`config.mk`:
```
export PLATFORM = sky130hd
export DESIGN_NAME = keypad_scanner
export DESIGN_NICKNAME = d
export VERILOG_FILES = /design/src/rtl/io_pkg.sv /design/src/rtl/sync_2ff.sv /design/src/rtl/keypad_scanner.sv
export SDC_FILE = /design/constraint.sdc
export NUM_CORES = 1
export LEC_CHECK = 0
export ABC_AREA = 1
export CAP_MARGIN = 20
export CORE_ASPECT_RATIO = 1.1
export CORE_MARGIN = 2
export CORE_UTILIZATION = 30
export CTS_CLUSTER_DIAMETER = 50
export DETAILED_ROUTE_END_ITERATION = 10
export PLACE_DENSITY = 0.46
export REMOVE_ABC_BUFFERS = 1
export SLEW_MARGIN = 20
export SYNTH_ARGS = -nofsm -noshare
export SYNTH_HDL_FRONTEND = slang
export SYNTH_HIERARCHICAL = 1
export SYNTH_SLANG_ARGS = --single-unit
```
`constraint.sdc`:
```
create_clock -name CLK -period 9.8 [get_ports CLK]
set_input_delay 1.96 -clock CLK [delete_from_list [all_inputs] [get_ports CLK]]
set_output_delay 1.96 -clock CLK [all_outputs]
set_load 0.03 [all_outputs]
```
`src/rtl/io_pkg.sv`:
```
// Shared definitions for the CPU I/O layer blocks.
//   kp_state_t   : keypad debounce FSM states
//   kp_scan_t    : classification of one complete 4x4 keypad scan
//   kp_classify  : reduces a 16-bit pressed map to NONE / SINGLE(code) / MULTI
package io_pkg;

  localparam logic [3:0] KP_COL_RESET = 4'b1110;
  localparam int unsigned KP_CODE_W = 4;

  typedef enum logic [1:0] {
    IDLE,
    DEB_PRESS,
    PRESSED,
    DEB_RELEASE
  } kp_state_t;

  typedef enum logic [1:0] {
    KP_NONE,
    KP_SINGLE,
    KP_MULTI
  } kp_scan_t;

  typedef struct packed {
    kp_scan_t               kind;
    logic [KP_CODE_W-1:0]   code;
  } kp_result_t;

  // pressed[i] is high when key code i was seen low during the scan
  function automatic kp_result_t kp_classify(input logic [15:0] pressed);
    kp_result_t  res;
    int unsigned n;
    res.kind = KP_NONE;
    res.code = '0;
    n = 0;
    for (int unsigned i = 0; i < 16; i++) begin
      if (pressed[i]) begin
        n++;
        res.code = KP_CODE_W'(i);
      end
    end
    if (n == 1)
      res.kind = KP_SINGLE;
    else if (n > 1)
      res.kind = KP_MULTI;
    return res;
  endfunction

endpackage

```
`src/rtl/sync_2ff.sv`:
```
// Two-flop synchronizer for asynchronous level inputs (keypad rows,
// switches, buttons).
//   CLK  : destination clock
//   rst  : synchronous active-high reset, clears both stages
//   d    : asynchronous input bus
//   q    : synchronized output, two CLK cycles behind d
module sync_2ff #(
  parameter int unsigned WIDTH = 1
) (
  input  logic             CLK,
  input  logic             rst,
  input  logic [WIDTH-1:0] d,
  output logic [WIDTH-1:0] q
);

  logic [WIDTH-1:0] meta;

  always_ff @(posedge CLK) begin
    if (rst) begin
      meta <= '0;
      q    <= '0;
    end else begin
      meta <= d;
      q    <= meta;
    end
  end

endmodule

```
`src/rtl/keypad_scanner.sv`:
```
// 4x4 matrix keypad scanner with per-scan debouncing.
//   CLK       : system clock
//   rst       : synchronous active-high reset
//   row_in    : keypad rows, active-low, asynchronous
//   col_ctrl  : rotating active-low column strobe
//   key_code  : last accepted key, row*4 + col
//   key_valid : one-cycle pulse on key acceptance
//   key_held  : high from acceptance until debounced release
module keypad_scanner
  import io_pkg::*;
#(
  parameter int unsigned SCAN_DIV       = 1000,
  parameter int unsigned DEBOUNCE_SCANS = 4
) (
  input  logic                 CLK,
  input  logic                 rst,
  input  logic [3:0]           row_in,
  output logic [3:0]           col_ctrl,
  output logic [KP_CODE_W-1:0] key_code,
  output logic                 key_valid,
  output logic                 key_held
);

  localparam int unsigned DIV_W  = (SCAN_DIV > 1) ? $clog2(SCAN_DIV) : 1;
  localparam int unsigned STAB_W = $clog2(DEBOUNCE_SCANS + 1);

  logic [3:0]           row_s;
  logic [DIV_W-1:0]     div;
  logic [1:0]           col;
  logic [15:0]          acc;
  logic [15:0]          sample_bits;
  logic                 tc;
  logic                 scan_end;
  kp_result_t           scan_res;

  kp_state_t            state, state_n;
  logic [STAB_W-1:0]    stab, stab_n;
  logic [STAB_W:0]      stab_inc;
  logic                 stab_done;
  logic [KP_CODE_W-1:0] cand, cand_n;
  logic                 accept;
  logic                 rel_key;

  sync_2ff #(.WIDTH(4)) u_row_sync (
    .CLK (CLK),
    .rst (rst),
    .d   (row_in),
    .q   (row_s)
  );

  assign tc       = (div == DIV_W'(SCAN_DIV - 1));
  assign scan_end = tc && (col == 2'd3);

  // Accumulator with the current column's rows merged in; at scan end this
  // is the complete scan, so classification sees column 3 without waiting
  // an extra cycle.
  always_comb begin
    sample_bits = acc;
    for (int unsigned r = 0; r < 4; r++)
      sample_bits[{r[1:0], col}] = ~row_s[r];
  end

  assign scan_res = kp_classify(sample_bits);

  always_ff @(posedge CLK) begin
    if (rst) begin
      div      <= '0;
      col      <= '0;
      col_ctrl <= KP_COL_RESET;
      acc      <= '0;
    end else if (tc) begin
      div      <= '0;
      col      <= col + 2'd1;
      col_ctrl <= {col_ctrl[2:0], col_ctrl[3]};
      acc      <= scan_end ? '0 : sample_bits;
    end else begin
      div <= div + 1'b1;
    end
  end

  always_ff @(posedge CLK) begin
    if (rst) begin
      state     <= IDLE;
      stab      <= '0;
      cand      <= '0;
      key_code  <= '0;
      key_valid <= 1'b0;
      key_held  <= 1'b0;
    end else begin
      state     <= state_n;
      stab      <= stab_n;
      cand      <= cand_n;
      key_valid <= accept;
      if (accept) begin
        key_code <= cand_n;
        key_held <= 1'b1;
      end else if (rel_key) begin
        key_held <= 1'b0;
      end
    end
  end

  always_comb begin
    state_n   = state;
    stab_n    = stab;
    cand_n    = cand;
    accept    = 1'b0;
    rel_key   = 1'b0;
    stab_inc  = {1'b0, stab} + 1'b1;
    stab_done = (stab_inc >= (STAB_W + 1)'(DEBOUNCE_SCANS));
    if (scan_end) begin
      unique case (state)
        IDLE: begin
          if (scan_res.kind == KP_SINGLE) begin
            cand_n = scan_res.code;
            if (DEBOUNCE_SCANS == 1) begin
              accept  = 1'b1;
              state_n = PRESSED;
            end else begin
              stab_n  = STAB_W'(1);
              state_n = DEB_PRESS;
            end
          end
        end
        DEB_PRESS: begin
          if (scan_res.kind == KP_SINGLE) begin
            if (scan_res.code == cand) begin
              if (stab_done) begin
                stab_n  = STAB_W'(DEBOUNCE_SCANS);
                accept  = 1'b1;
                state_n = PRESSED;
              end else begin
                stab_n = stab_inc[STAB_W-1:0];
              end
            end else begin
              cand_n = scan_res.code;
              stab_n = STAB_W'(1);
            end
          end else begin
            state_n = IDLE;
          end
        end
        PRESSED: begin
          if (scan_res.kind == KP_NONE) begin
            if (DEBOUNCE_SCANS == 1) begin
              rel_key = 1'b1;
              state_n = IDLE;
            end else begin
              stab_n  = STAB_W'(1);
              state_n = DEB_RELEASE;
            end
          end
        end
        DEB_RELEASE: begin
          if (scan_res.kind == KP_NONE) begin
            if (stab_done) begin
              stab_n  = STAB_W'(DEBOUNCE_SCANS);
              rel_key = 1'b1;
              state_n = IDLE;
            end else begin
              stab_n = stab_inc[STAB_W-1:0];
            end
          end else begin
            state_n = PRESSED;
          end
        end
        default: state_n = IDLE;
      endcase
    end
  end

endmodule

```
==> results of run 1 <==
[synth_stat cells, types with 6 or more instances]
library cell	instances	area (sq um)
xor2_1	8	70.07
nand2_1	191	716.9
or2_2	10	62.56
nor2_1	69	259.0
inv_2	10	37.54
o21ai_2	6	52.55
o21ai_1	11	55.05
inv_1	102	382.9
a21oi_1	18	90.09
nand3_1	65	325.3
nand2_2	51	319.1
nor2_2	8	50.05
o21ai_0	17	85.08
o31ai_1	13	97.59
nand4_1	10	62.56
dfxtp_1	55	1101
clkbuf_1	10	37.54
nor3_1	7	35.03
ha_1	19	237.7
nand3_2	26	260.3
nand3b_1	9	67.56
[cells in the final DEF, fill, tap and decap left out, types with 9 or more instances in the layout]
cell             count
dfxtp_1             55
nand2_1            191
ha_1                19
inv_2               10
o31ai_1             13
nand3_2             26
nand3b_1             9
a21oi_1             18
nand4_1             10
or2_2               10
clkdlybuf4s50_1     15
o21ai_1             11
nor2_1              69
nand2_2             51
inv_1              102
o21ai_0             17
nand3_1             65
[layout make-up]
class,count,area [sq um]
clock buffer,6,138.9
clock inverter,1,8.758
fill,1723,10400
inverter,117,441.7
multi-input combinational,572,3168
sequential,55,1101
tap,200,250.2
timing repair buffer,17,165.2
[cells by family after synthesis]
| group | count (synthesis) | share of synthesized area |
|---|---|---|
| AO/OA/AOI/OAI | 82 | 0.1116 |
| buffers and inverters | 132 | 0.1101 |
| AND/OR/NAND/NOR | 461 | 0.4810 |
| XOR/XNOR | 10 | 0.01826 |
| adder cells (fa/ha/maj) | 19 | 0.04956 |
| flip-flops | 55 | 0.2295 |
[per-stage QoR]
stage | power [mW] | hold WS (ns) | instance area (sq um) | setup slack (ns)
2_1_floorplan | 0.2917 | 0.3883 | 4711 | 1.630
3_3_place_gp | 0.3064 | 0.3940 | 5126 | 1.103
3_5_place_dp | 0.3073 | 0.3939 | 5126 | 0.9078
4_1_cts | 0.4917 | 0.4033 | 5274 | 0.8668
5_1_grt | 0.5117 | 0.4237 | 5274 | 0.03839
6_report | 0.4838 | 0.4008 | 5274 | 0.9136
[sequential cells by signal, indices dropped and copies added (netlist names)]
| name | cells |
|---|---|
| cand | 4 |
| col | 2 |
| state | 2 |
| key_code | 4 |
| key_held | 1 |
| key_valid | 1 |
| acc | 16 |
| col_ctrl | 4 |
| stab | 3 |
| div | 10 |
| u_row_sync/meta | 4 |
| u_row_sync/q | 4 |
[tightest hold or removal path: cells and delay by family, from the launching register on]
kind | cells | cell delay (ns)
DFF | 1 | 0.30
buffers and inverters | 1 | 0.04
and+or+nand+nor | 1 | 0.03
[power by group]
| group | switching [mW] | internal [mW] |
|---|---|---|
| clock | 0.0811 | 0.101 |
| sequential | 0.00189 | 0.226 |
| combinational | 0.0487 | 0.0248 |
[metal layers]
layer | track usage | wire, microns | vias up
li1 | - | - | 2445
met1 | 0.1613 | 5291 | 1998
met2 | 0.2435 | 5113 | 23
met3 | 0.01446 | 161 | 8
met4 | 0.03433 | 123 | 0
met5 | 0 | 0 | -
[worst paths after layout]
check	depth (start not counted)	endpoint	slack, ns
worst max-delay path	56	state[0]	0.91
worst min-delay path	2	u_row_sync/q[3]	0.40
worst max register to register	56	state[0]	0.91
worst min register to register	2	u_row_sync/q[3]	0.40
==> run summary, run 1 <==
DP Cell Count = 961
post-synthesis async set-or-reset flop share = 0
die area = 17020 sq um
CP Buf/Inv Count = 4
# rows = 48
Wirelength per Cell = 11.04 microns
global-route total usage across every layer = 0.1310
unrepaired setup endpoints after global routing = false
Worst Setup Path Type = register to register
Placeable Area = 15680 sq um
Pwr Density = 91.74 nW/um^2
setup bufs post-CTS = 0
initial antenna violation count = 0
number of global-route vias before repair = 4391
EDFF count, synth = 0
Fmax = 112.5 MHz
# DRC = 0
Rel. slew slack = 0.4662
Leak = 2.532 nW
Crit Path Max Fanout = 10
# nets final = 793
Core Util, Final = 0.3364
Worst path max stage delay = 0.41 ns
Post-synth top flop = dfxtp_1
FF-to-FF Start = col[0]
Slew @ Worst Pin = 0.7958 ns
clock skew = 0.005418 ns
dpl hpwl = 8.645 mm
Critical Path RT = 9.97 ns
Pins Over Slew Limit = 0
CTS root buffer = clkbuf_16
most used cell, CP = nand2_1
CTS Buf Count = 5
Clock transition at path regs = 0.07 ns
Worst path slowest cell = ha_1
status = finished clean
Final min period = 8.886 ns
post_cts resized = 0
start point of the critical path = col[0]
hold crit path type = register to register
Die H = 136.6 microns
total grt overflow = 0
type of origin of the critical path = register
first-pass GRT wire length = 19.15 mm
Die X = 124.6 microns
Syn Inst Count = 759
Starting DRT DRC Count = 176
maximum vdd ir drop = 0.0001376 V
Routed Antenna Nets = 0
Layout area overhead = 9.937%
register area share after synthesis = 0.2295
number of synthesis warnings = 6
DR vias/cell = 4.622
Final Non-Filler Cells = 968
drt total wl = 10.69 mm
top cell family by delay on the critical path = adder cells
#FFs+latches synth = 55
initial core utilization = 0.3060
PortBufs = 15
CTS sink cnt = 55
antenna cells = 0
CP Capture Type = register
Distinct cells, synth = 42
Max-Cap Viols = 0
Mapped Area = 4797 sq um
clock buffer depth = 2
CTS Hold Bufs = 0
first drt pass iteration count = 4
TritonCTS clock tree = built
Final Hold Fails = 0
share of post-route cells with drive strength above 1 = 0.1758
critical path data arrival time = 9.06 ns
crit share post-route = 0.9068
# IOs = 16
Mapped Avg Cell Area = 6.320 sq um
pin count of the biggest net entering global routing = 29
TNS Setup = 0 ns
gpl congestion = 0.7480
Vias = 4474
H-tree levels = 2
final setup fails = 0
worst skew pair latency = 0.29 ns
Worst Hold Launch = u_row_sync/meta[3]
No activity file was read; power rests on OpenSTA's default activity.
==> inputs of run 2 (changes only) <==
--- a/config.mk
+++ b/config.mk
@@ -10,6 +10,7 @@
 export CORE_ASPECT_RATIO = 1.1
 export CORE_MARGIN = 2
 export CORE_UTILIZATION = 30
+export CTS_BUF_LIST = sky130_fd_sc_hd__clkbuf_4
 export CTS_CLUSTER_DIAMETER = 50
 export DETAILED_ROUTE_END_ITERATION = 10
 export PLACE_DENSITY = 0.46
==> run 2 against run 1 <==
Net effect:
- sequential cell count unchanged
- die area unchanged
- via count increased by 0.25%
- non-clock buffer count unchanged
- register-to-register slack got worse by 0.02 ns
- clock power decreased by 46%
- sequential power about the same
- clock-buffer cell count decreased by 1
- critical endpoint unchanged
- largest power group unchanged
==> run summary, run 2 (synthesis results as in run 1) <==
antenna cells = 0 (unchanged)
TNS Setup = 0 ns (unchanged)
max reg flops = 16 (unchanged)
Rel. slew slack = 0.4612 (-0.005009)
clock buffer depth = 2 (unchanged)
Die H = 136.6 microns (unchanged)
Pins Over Slew Limit = 0 (unchanged)
worst setup margin = 0.8976 ns (-0.01600 ns)
hold worst-path end = u_row_sync/q[3]
Net Sw Frac = 0.3068 (+0.03455)
# DRC = 0 (unchanged)
CTS Buf Count = 5 (unchanged)
first drt pass iteration count = 4 (unchanged)
CTS Hold Bufs = 0 (unchanged)
TritonCTS clock tree = built
worst hold path cell count = 2 (unchanged)
initial core utilization = 0.3060 (unchanged)
worst skew pair latency = 0.39 ns (+0.10 ns)
dpl hpwl = 8.645 mm (unchanged)
CTS root buffer = clkbuf_4
Gate power share = 0.183 (+0.031)
CP Capture Type = register
final setup fails = 0 (unchanged)
crit share post-route = 0.9084 (+0.001633)
PortBufs = 15 (unchanged)
share of post-route cells with drive strength above 1 = 0.1745 (-0.001302)
Top Registers = acc: 16 flops, div: 10 flops
Slew @ Worst Pin = 0.7998 ns (+0.003981 ns)
Worst Hold Launch = u_row_sync/meta[3]
FF-to-FF Start = col[0]
Placeable Area = 15680 sq um (unchanged)
Crit Path Max Fanout = 10 (unchanged)
Pwr Density = 77.49 nW/um^2 (-16%)
Placement Setup Slack = 0.9078 ns (unchanged)
Routed Antenna Nets = 0 (unchanged)
Max-Cap Viols = 0 (unchanged)
DR vias/cell = 4.633 (+0.25%)
Worst path max stage delay = 0.41 ns (about the same)
Reg power frac = 0.569 (+0.098)
most frequent cells in the layout = nand2_1, inv_1, nor2_1, nand3_1, dfxtp_1
most common cell after layout, fill and taps aside = nand2_1
Worst path slowest cell = ha_1
Leak = 2.487 nW (-1.7%)
Die X = 124.6 microns (unchanged)
number of global-route vias before repair = 4368 (-0.52%)
initial antenna violation count = 0 (unchanged)
fin area = 5176 sq um (-1.9%)
Clk pwr share = 0.248 (-0.129)
global-route total usage across every layer = 0.1303 (-0.0006896)
switching pwr = 123.0 uW (-6.6%)
Worst R2R Path Depth = 56 (unchanged)
# rows = 48 (unchanged)
clock skew = 0.01419 ns (+0.008776 ns)
Layout area overhead = 7.903%
Worst Setup Path Type = register to register
# IOs = 16 (unchanged)
Wirelength per Cell = 11.03 microns (about the same)
setup bufs post-CTS = 0 (unchanged)
Clock transition at path regs = 0.16 ns (+0.09 ns)
total grt overflow = 0 (unchanged)
Final Hold Fails = 0 (unchanged)
unrepaired setup endpoints after global routing = false
post_cts resized = 0 (unchanged)
Fmax = 112.3 MHz (-0.18%)
Core Util, Final = 0.3302 (-0.006226)
die area = 17020 sq um (unchanged)
gpl congestion = 0.7480 (unchanged)
worst r2r dst = state[0]
type of origin of the critical path = register
# nets final = 793 (unchanged)
Cell Int Power = 278.1 uW (-21%)
H-tree levels = 2 (unchanged)
hold crit path type = register to register
CTS sink cnt = 55 (unchanged)
Post-DP Area = 5126 sq um (unchanged)
drt total wl = 10.68 mm (about the same)
pin count of the biggest net entering global routing = 29 (unchanged)
Vias = 4485 (+0.25%)
final total power = 401.1 uW (-17%)
reg-to-reg setup timing slack = 0.90 ns (-0.02 ns)
register name with the most flops = acc
Starting DRT DRC Count = 194 (+10%)
critical path data arrival time = 9.19 ns (+0.13 ns)
status = finished clean
maximum vdd ir drop = 0.0001039 V (-24%)
most used cell, CP = nand2_1
Critical Path RT = 10.08 ns (+0.11 ns)
first-pass GRT wire length = 19.08 mm (-0.40%)
Final min period = 8.902 ns (+0.01600 ns)
[run 2: cell type report]
cell class	instances	area, sq um
multi-input cells	572	3168
clock inverters	2	12.51
fillers	1728	10500
repair buffers	17	165.2
flip-flops and latches	55	1101
inverters	117	441.7
well taps	200	250.2
clock buffers	5	37.54
[run 2: stage by stage]
step	hold slack [ns]	instances
after floorplan	0.3883	744
after global placement	0.3940	961
after detailed placement	0.3939	961
after CTS	0.4134	968
after global routing	0.4340	968
final	0.4105	968
[run 2: metal layers]
layer	vias to the layer above	global-route usage	part of all wire
met1	1998	0.1617	0.49
li1	2446	-	-
met2	33	0.2395	0.48
met5	-	0	0
met4	0	0.03620	0.012
met3	8	0.01446	0.017
[run 2: critical path, delay by kind of cell (launching register included)]
kind                       cells  cell delay [ns]
adders and majority gates     14             4.36
DFF                            1             0.36
and+or+nand+nor               34             3.15
AOI/OAI and AO/OA              4             0.56
buffers and inverters          4             0.34
[run 2: worst max path at each step]
| stage | depth (start not counted) | slack, ns | endpoint | start |
|---|---|---|---|---|
| final | 56 | 0.90 | state[0] | col[0] |
| after global placement | 56 | 1.10 | state[0] | col[0] |
| after floorplan | 56 | 1.63 | state[0] | col[0] |
| after CTS | 56 | 0.84 | state[0] | col[0] |
| after global routing | 56 | 0.02 | state[0] | col[0] |
| after detailed placement | 56 | 0.91 | state[1] | col[0] |
[run 2: power by group through the flow]
stage | logic [mW] | clock network, mW | registers, mW
after floorplan | 0.0593 | 0 | 0.232
after global placement | 0.0734 | 0 | 0.233
after detailed placement | 0.0743 | 0 | 0.233
after CTS | 0.0747 | 0.107 | 0.228
after global routing | 0.0868 | 0.113 | 0.229
final | 0.0735 | 0.0995 | 0.228
==> inputs of run 3 (changes only) <==
--- a/config.mk
+++ b/config.mk
@@ -13,6 +13,7 @@
 export CTS_BUF_LIST = sky130_fd_sc_hd__clkbuf_4
 export CTS_CLUSTER_DIAMETER = 50
 export DETAILED_ROUTE_END_ITERATION = 10
+export GPL_TIMING_DRIVEN = 0
 export PLACE_DENSITY = 0.46
 export REMOVE_ABC_BUFFERS = 1
 export SLEW_MARGIN = 20
==> run 3 against run 2 <==
Net effect:
- sequential share of layout area decreased by 0.18 points
- clock power increased by 25%
- highest routed layer unchanged
- sequential power about the same
- die area unchanged
- routed wire length decreased by 3.2%
- fmax increased by 0.18%
- sequential cell count unchanged
==> run summary, run 3 (synthesis results as in run 1) <==
status = finished clean
clock buffer depth = 2 (unchanged)
PortBufs = 15 (unchanged)
register name with the most flops = acc
Fmax = 112.5 MHz (+0.18%)
Gate power share = 0.175 (-0.008)
CTS Hold Bufs = 0 (unchanged)
reg-to-reg setup timing slack = 0.91 ns (+0.02 ns)
Vias = 4462 (-0.51%)
worst skew pair latency = 0.39 ns (about the same)
Worst path max stage delay = 0.36 ns (-0.05 ns)
most frequent cells in the layout = nand2_1, inv_1, nor2_1, nand3_1, dfxtp_1
total grt overflow = 0 (unchanged)
Post-DP Area = 5111 sq um (-0.29%)
H-tree levels = 2 (unchanged)
Final Non-Filler Cells = 968 (unchanged)
most common cell after layout, fill and taps aside = nand2_1
Final Hold Fails = 0 (unchanged)
Pwr Density = 81.60 nW/um^2 (+5.3%)
antenna cells = 0 (unchanged)
# IOs = 16 (unchanged)
Die H = 136.6 microns (unchanged)
DR vias/cell = 4.610 (-0.51%)
dpl hpwl = 8.343 mm (-3.5%)
drt total wl = 10.34 mm (-3.2%)
Critical Path RT = 10.04 ns (-0.04 ns)
TritonCTS clock tree = built
max reg flops = 16 (unchanged)
maximum vdd ir drop = 0.0001016 V (-2.2%)
pin count of the biggest net entering global routing = 29 (unchanged)
Placeable Area = 15680 sq um (unchanged)
CTS sink cnt = 55 (unchanged)
final total power = 426.1 uW (+6.2%)
CTS Buf Count = 5 (unchanged)
clock skew = 0.01646 ns (+0.002267 ns)
worst setup margin = 0.9135 ns (+0.01583 ns)
switching pwr = 119.6 uW (-2.8%)
Routed Antenna Nets = 0 (unchanged)
hold crit path type = register to register
Net Sw Frac = 0.2806 (-0.02610)
global-route total usage across every layer = 0.1252 (-0.005112)
Max-Cap Viols = 0 (unchanged)
# DRC = 0 (unchanged)
Clock transition at path regs = 0.16 ns (about the same)
die area = 17020 sq um (unchanged)
fillers = 1693 (-2.0%)
Leak = 2.503 nW (+0.63%)
Clk pwr share = 0.290 (+0.042)
CP Capture Type = register
unrepaired setup endpoints after global routing = false
worst r2r dst = stab[2]
# rows = 48 (unchanged)
Worst path slowest cell = dfxtp_1
crit path capture = stab[2]
share of post-route cells with drive strength above 1 = 0.1797 (+0.005208)
Layout area overhead = 8.842%
first-pass GRT wire length = 18.28 mm (-4.2%)
CTS root buffer = clkbuf_4
initial antenna violation count = 0 (unchanged)
FF-to-FF Start = col[1]
Pins Over Slew Limit = 0 (unchanged)
Slew @ Worst Pin = 0.9081 ns (+0.1083 ns)
# nets final = 793 (unchanged)
crit share post-route = 0.9068 (-0.001615)
DP Cell Count = 959 (-0.21%)
Worst Setup Path Type = register to register
Wirelength per Cell = 10.68 microns (-3.2%)
critical path data arrival time = 9.13 ns (-0.06 ns)
gpl congestion = 0.7717 (+3.2%)
TNS Setup = 0 ns (unchanged)
Rel. slew slack = 0.3929 (-0.06826)
Crit Path Max Fanout = 10 (unchanged)
most used cell, CP = nand2_1
Reg power frac = 0.535 (-0.034)
first drt pass iteration count = 4 (unchanged)
Placement Setup Slack = 0.7195 ns (-0.1883 ns)
Die X = 124.6 microns (unchanged)
number of global-route vias before repair = 4206 (-3.7%)
start point of the critical path = col[1]
Top Registers = acc: 16 flops, div: 10 flops
final setup fails = 0 (unchanged)
Starting DRT DRC Count = 125 (-36%)
type of origin of the critical path = register
Worst R2R Path Depth = 58 (+3.6%)
initial core utilization = 0.3060 (unchanged)
fin area = 5221 sq um (+0.87%)
Cell Int Power = 306.5 uW (+10%)
Final min period = 8.887 ns (-0.01583 ns)
run 3: per-stage QoR:
step	hold WS [ns]	util
after floorplan	0.3883	-
after global placement	0.3898	0.3261
after detailed placement	0.3931	0.3261
after CTS	0.4123	0.3309
after global routing	0.4278	0.3331
final	0.4112	0.3331
run 3: timing repair:
| action | CTS | global route |
|---|---|---|
| buffers inserted | 0 | 2 |
| gates resized for setup | 0 | 4 |
| setup endpoints to repair | 0 | 14 |
run 3: final cells by class:
| cell class | count | area, sq um | area share |
|---|---|---|---|
| repair buffers | 17 | 165.2 | 0.03163 |
| well taps | 200 | 250.2 | 0.04793 |
| inverters | 117 | 441.7 | 0.08459 |
| flip-flops and latches | 55 | 1101 | 0.2109 |
| clock inverters | 1 | 30.03 | 0.005751 |
| multi-input cells | 572 | 3188 | 0.6106 |
| clock buffers | 6 | 45.04 | 0.008627 |
run 3: worst min-delay path by stage:
stage	start	endpoint	cells after the start
after floorplan	u_row_sync/meta[0]	u_row_sync/q[0]	2
after global placement	u_row_sync/meta[0]	u_row_sync/q[0]	2
after CTS	u_row_sync/meta[3]	u_row_sync/q[3]	2
after detailed placement	u_row_sync/meta[3]	u_row_sync/q[3]	2
after global routing	u_row_sync/meta[3]	u_row_sync/q[3]	2
final	u_row_sync/meta[2]	u_row_sync/q[2]	2
run 3: metal layers:
metal	wire, microns	GRT usage
met5	0	0
met2	5123	0.2426
met1	4956	0.1482
met4	110	0.02996
met3	151	0.01251
run 3: power groups by stage:
| stage | Combinational [mW] | Sequential (mW) | Clock, mW |
|---|---|---|---|
| 2_1_floorplan | 0.0593 | 0.232 | 0 |
| 3_3_place_gp | 0.0736 | 0.233 | 0 |
| 3_5_place_dp | 0.0744 | 0.233 | 0 |
| 4_1_cts | 0.0747 | 0.228 | 0.132 |
| 5_1_grt | 0.0878 | 0.229 | 0.139 |
| 6_report | 0.0744 | 0.228 | 0.124 |
run 3: worst max-delay path, delay by kind of cell (launching register included):
kind	cells	cell delay, ns
buffers and inverters	6	0.54
AOI/OAI and AO/OA	5	0.82
and+or+nand+nor	33	2.81
DFF	1	0.36
adders and majority gates	14	4.21
